File: src/rtl/fft_bitrev_reorder.sv
// fft_bitrev_reorder: ping-pong buffer that turns the FFT's bit-reversed
// output stream into natural bin order behind a valid/ready output port.
module fft_bitrev_reorder #(
    parameter int DATA_WIDTH = 16,
    parameter int N_POINTS   = 16
) (
    input  logic                  clk,
    input  logic                  rst,
    input  logic                  in_val,
    input  logic [DATA_WIDTH-1:0] in_re,
    input  logic [DATA_WIDTH-1:0] in_im,
    output logic                  out_val,
    input  logic                  out_ready,
    output logic [DATA_WIDTH-1:0] out_re,
    output logic [DATA_WIDTH-1:0] out_im,
    output logic                  out_last,
    output logic                  overflow
);

    localparam int LOG2N = $clog2(N_POINTS);
    localparam logic [LOG2N-1:0] CNT_MAX = LOG2N'(N_POINTS - 1);

    logic [2*DATA_WIDTH-1:0] mem [2][N_POINTS];

    logic             wr_sel;
    logic             rd_sel;
    logic [LOG2N-1:0] wr_cnt;
    logic [LOG2N-1:0] rd_cnt;
    logic [1:0]       bank_full;
    logic [1:0]       bank_full_nxt;

    logic                  wr_en;
    logic                  wr_last;
    logic                  rd_en;
    logic                  rd_last;
    logic [LOG2N-1:0]      rd_addr;
    logic [2*DATA_WIDTH-1:0] rd_word;

    function automatic logic [LOG2N-1:0] bitrev(input logic [LOG2N-1:0] a);
        logic [LOG2N-1:0] r;
        for (int i = 0; i < LOG2N; i++) begin
            r[i] = a[LOG2N-1-i];
        end
        return r;
    endfunction

    // Write into the open bank; read the full bank into the output stage
    // whenever that stage is empty or being drained this cycle.
    always_comb begin
        wr_en   = in_val && !bank_full[wr_sel];
        wr_last = wr_en && (wr_cnt == CNT_MAX);
        rd_en   = bank_full[rd_sel] && (!out_val || out_ready);
        rd_last = rd_en && (rd_cnt == CNT_MAX);
        rd_addr = bitrev(rd_cnt);
        rd_word = mem[rd_sel][rd_addr];
    end

    // Frame completion marks its bank full; final readout frees the other.
    always_comb begin
        bank_full_nxt = bank_full;
        if (wr_last) begin
            bank_full_nxt[wr_sel] = 1'b1;
        end
        if (rd_last) begin
            bank_full_nxt[rd_sel] = 1'b0;
        end
    end

    // Sample storage, intentionally left unreset.
    always_ff @(posedge clk) begin
        if (wr_en) begin
            mem[wr_sel][wr_cnt] <= {in_re, in_im};
        end
    end

    // Write pointer, bank toggle and sticky drop flag.
    always_ff @(posedge clk) begin
        if (rst) begin
            wr_sel   <= 1'b0;
            wr_cnt   <= '0;
            overflow <= 1'b0;
        end else if (wr_en) begin
            wr_cnt <= wr_cnt + LOG2N'(1);
            if (wr_last) begin
                wr_sel <= ~wr_sel;
            end
        end else if (in_val) begin
            overflow <= 1'b1;
        end
    end

    // Bank occupancy flags.
    always_ff @(posedge clk) begin
        if (rst) begin
            bank_full <= 2'b00;
        end else begin
            bank_full <= bank_full_nxt;
        end
    end

    // Output register stage with hold-while-stalled behaviour.
    always_ff @(posedge clk) begin
        if (rst) begin
            rd_sel   <= 1'b0;
            rd_cnt   <= '0;
            out_val  <= 1'b0;
            out_last <= 1'b0;
            out_re   <= '0;
            out_im   <= '0;
        end else if (rd_en) begin
            out_re   <= rd_word[2*DATA_WIDTH-1:DATA_WIDTH];
            out_im   <= rd_word[DATA_WIDTH-1:0];
            out_val  <= 1'b1;
            out_last <= (rd_cnt == CNT_MAX);
            rd_cnt   <= rd_cnt + LOG2N'(1);
            if (rd_last) begin
                rd_sel <= ~rd_sel;
            end
        end else if (out_ready) begin
            out_val  <= 1'b0;
            out_last <= 1'b0;
        end
    end

endmodule

File: config.mk
export PLATFORM = sky130hd
export DESIGN_NAME = fft_bitrev_reorder
export DESIGN_NICKNAME = d
export VERILOG_FILES = /design/src/rtl/fft_bitrev_reorder.sv
export SDC_FILE = /design/constraint.sdc
export NUM_CORES = 1
export LEC_CHECK = 0
export BUFFER_PORTS_ARGS = -buffer_cell sky130_fd_sc_hd__buf_2
export CAP_MARGIN = 30
export CORE_AREA = 3 3 296 298
export DETAILED_ROUTE_END_ITERATION = 8
export DIE_AREA = 0 0 299 301
export PLACE_DENSITY_LB_ADDON = 0.2
export SETUP_SLACK_MARGIN = 0.5
export SLEW_MARGIN = 10
export SYNTH_ARGS = -nofsm -noshare
export SYNTH_HDL_FRONTEND = slang
export SYNTH_SLANG_ARGS = --single-unit
export TNS_END_PERCENT = 100
File: constraint.sdc
create_clock -name clk -period 6.37 [get_ports clk]
set_input_delay 0.3185 -clock clk [delete_from_list [all_inputs] [get_ports clk]]
set_output_delay 0.3185 -clock clk [all_outputs]
set_load 0.03 [all_outputs]
==> results.toml <==
[hold_path]
hold_path.class = "in2reg"
timing.hold.worst_endpoint = "mem[1][23]"
min_delay_path_depth = 1
min_from = "in_re[7]"

[synthesis]
yosysSeqAreaShare_pct = 77.8
yosysWarningCount = 0
synthesis.area_um2 = 40800
yosys_most_used_dff = "sky130_fd_sc_hd__edfxtp_1"
yosys.cell_types.count = 41
syn_area_per_cell_um2 = 22.1
postSynth.asyncResetShare_pct = 0
synth_area_leaders = "sky130_fd_sc_hd__edfxtp_1 (75%), sky130_fd_sc_hd__mux4_2 (13%), sky130_fd_sc_hd__mux2i_1 (2.4%), sky130_fd_sc_hd__dfxtp_1 (2.4%), sky130_fd_sc_hd__mux2_2 (1.4%)"
post_synth_inst_count = 1845
yosys.area.top_type_share_pct = 75.4
number_of_flops_mapped_to_enable_cells_by_yosys = 1024
synth_top_cell_by_area = "sky130_fd_sc_hd__edfxtp_1"
synth_fp_nets = 1886
postSynthRegisterBits = 1072

[job]
maxCapViolations = 0

[finish]
num_antenna_cells = 0
fin_cells = 3210
layout_common_cells = "sky130_fd_sc_hd__edfxtp_1 (1,024), sky130_fd_sc_hd__mux4_2 (229), sky130_fd_sc_hd__clkbuf_16 (111), sky130_fd_sc_hd__mux2i_1 (97), sky130_fd_sc_hd__buf_2 (70)"
final_net_count = 2018
growth_of_design_area_from_synthesis_to_finish_pct = 14.0
fill_cells = 6460
final_layout_size_suffix_gt1_share_pct = 29.3
final_common_cell = "sky130_fd_sc_hd__edfxtp_1"

[pwr]
max-vdd-ir-drop_mv = 0.216
pwr_density_cell_nw_per_um2 = 306
p_leak_nw = 13.9

[setup_path]
crit_path_end_kind = "flip-flop"
worstReg2RegStart = "wr_sel"
path_class = "reg2reg"
setup.worst_path.start = "wr_sel"
critical-path-slowest-cell = "sky130_fd_sc_hd__inv_2"
ff2ff_setup_slack_ns = 3.01
worst_r2r_path_cells = 5
worst_ep_required_time_ns = 6.65
cpPeakStageDelay_ns = 0.63
critPathMaxFanout = 32
worst-endpoint-arrival_ns = 3.64
critical_path.reg2reg.endpoint = "mem[0][21]"
worst_setup_path_start_kind = "flip-flop"
worstPathCellList = "mux2i_1 -> and2_1 -> nand2_1 -> or3_1 -> inv_2"

[cts]
clock_tree.buffer_depth = 3
tritoncts = "yes"
worst_skew_pair.late_latency_ns = 0.66
cts.sinks = 1072
clk_transition_reported_paths_ns = 0.06
cts_hold_fix_bufs = 2
cts.repair_timing.setup_buffer_count = 0
clock_tree.htree_level_count = 3
number_of_cts_inserted_buffers = 107
cts.repair.resized = 0
ctsRootBufferMaster = "sky130_fd_sc_hd__clkbuf_16"

[detailed_routing]
first_pass_iters = 7
drc = 0
vias = 19200
wl_mm = 97.8
routedWlPerCell_um = 30.5
avg_vias_per_cell = 5.99
detail_route.iter0.violations = 1828
drt.antenna.violating_nets = 0

[sta]
post-route-period-util_pct = 52.8
clock.fmax_ghz = 0.298
worst_slew_pin_slew_ns = 0.898
grt_setup_unrepaired = "false"
final-setup-viol-count = 0
timing.final.hold_violations = 0
setup_tns_ns = 0
post-route-worst-setup-slack_ns = 3.01
finalClockSkew_ns = 0.0195
final_critical_path_required_period_ns = 3.36
max_slew_margin_pct = 40.2
timing_max_transition_violations_final = 0

[global_routing]
grt.overflow.total = 0
vias_in_the_first_global_route = 19900
grt_start_max_net_pins = 113
grt_pass1_wl_mm = 142
groute.usage.overall_pct = 22.0
initial_antenna_violation_count = 1

[placement]
io_buffer_count = 70
placed_cells_incl_taps = 3010
placement.setup.worst_slack_ns = 3.04
dpl.hpwl_mm = 57.9
place.gp.congestion = 0.806

[floorplan]
floorplan.die_area_um2 = 90000
initial_core_util_pct = 47.9
chipHeight_um = 301
floorplan.die.width_um = 299
rows = 107
num_io_pins = 71
core-area_um2 = 85100

[outcome]
result_of_the_run = "completed"
[area by class of cell]
cell class | instances | area (um2) | share of cell area [%]
timing repair buffer | 125 | 1070 | 2.30
tap | 1144 | 1430 | 3.08
clock inverter | 53 | 504 | 1.08
inverter | 6 | 22.5 | 0.0485
clock buffer | 145 | 2990 | 6.42
multi-input combinational | 665 | 8740 | 18.8
sequential | 1072 | 31700 | 68.3
[stage by stage]
step           instance area [um2]  util [%]  total power, mW  hold slack, ns
2_1_floorplan                40800         -             7.97           0.417
3_3_place_gp                 42600      50.0             8.13           0.456
3_5_place_dp                 43000      50.5             8.14           0.455
4_1_cts                      46500      54.6             14.3           0.171
5_1_grt                      46500      54.6             14.6           0.203
6_report                     46500      54.6             14.2           0.203
[state kept, by name (all words and copies together) (netlist names), named ones only]
signal     count
wr_cnt         4
out_re        16
bank_full      2
mem         1024
overflow       1
rd_sel         1
out_last       1
out_val        1
rd_cnt         4
out_im        16
wr_sel         1
[worst max path at each step]
| stage | end | slack [ns] | cells past startpoint |
|---|---|---|---|
| after floorplan | mem[1][0] | 2.56 | 5 |
| after global placement | out_im[5] | 3.02 | 5 |
| after detailed placement | mem[0][19] | 3.04 | 5 |
| after CTS | mem[0][9] | 3.01 | 5 |
| after global routing | mem[0][21] | 2.74 | 5 |
| final | mem[0][21] | 3.01 | 5 |
[synth_stat cells (2+ instances only)]
master	n
sky130_fd_sc_hd__o211ai_1	14
sky130_fd_sc_hd__a22oi_1	33
sky130_fd_sc_hd__o22a_1	7
sky130_fd_sc_hd__nand3_1	3
sky130_fd_sc_hd__a221oi_2	9
sky130_fd_sc_hd__ha_1	5
sky130_fd_sc_hd__nor2b_1	4
sky130_fd_sc_hd__clkbuf_1	35
sky130_fd_sc_hd__buf_1	12
sky130_fd_sc_hd__mux4_2	229
sky130_fd_sc_hd__buf_2	34
sky130_fd_sc_hd__a31oi_1	20
sky130_fd_sc_hd__dfxtp_1	48
sky130_fd_sc_hd__xor2_1	5
sky130_fd_sc_hd__nand2_1	24
sky130_fd_sc_hd__o21ai_0	2
sky130_fd_sc_hd__xnor2_1	2
sky130_fd_sc_hd__nor2_1	78
sky130_fd_sc_hd__and2_1	2
sky130_fd_sc_hd__edfxtp_1	1024
sky130_fd_sc_hd__mux2i_1	97
sky130_fd_sc_hd__or3_1	3
sky130_fd_sc_hd__a21oi_1	31
sky130_fd_sc_hd__a222oi_1	10
sky130_fd_sc_hd__a41oi_1	4
sky130_fd_sc_hd__a221oi_1	12
sky130_fd_sc_hd__nor3_1	6
sky130_fd_sc_hd__buf_4	12
sky130_fd_sc_hd__inv_1	6
sky130_fd_sc_hd__buf_6	9
sky130_fd_sc_hd__nand3b_1	4
sky130_fd_sc_hd__mux2_2	52
[power by group]
part           internal [mW]  total [mW]  leakage, nW  switching [mW]
registers               7.76        7.77         9.61          0.0100
logic                 0.0433       0.225         2.60           0.182
clock network           3.67        6.24         1.72            2.56
[critical path, delay by kind of cell, from the launching register on]
kind                   cells  cell delay [ns]
buffers and inverters      1             0.63
multiplexers               1             0.28
AND/OR/NAND/NOR            3             1.40
flip-flops                 1             0.61
[per-layer routing]
metal  vias to the layer above  wire length, um  track usage [%]
met2                       641            51100             38.2
met4                         0             2790             6.40
met5                         -                0                0
met1                     10400            38900             29.1
li1                       8031                -                -
met3                       153             4980             3.17
[logic make-up (layout without fill, tap and decap cells)]
logic type,after synthesis,count (layout),synth area share (%)
DFF,1072,1072,77.8
muxes,378,378,16.5
AOI/OAI and AO/OA,145,145,2.71
and+or+nand+nor,130,130,1.38
buffers and inverters,108,329,1.37
xor gates and xnor gates,7,7,0.150
adders and majority gates,5,5,0.153
Power figures use the tool's default switching activity.
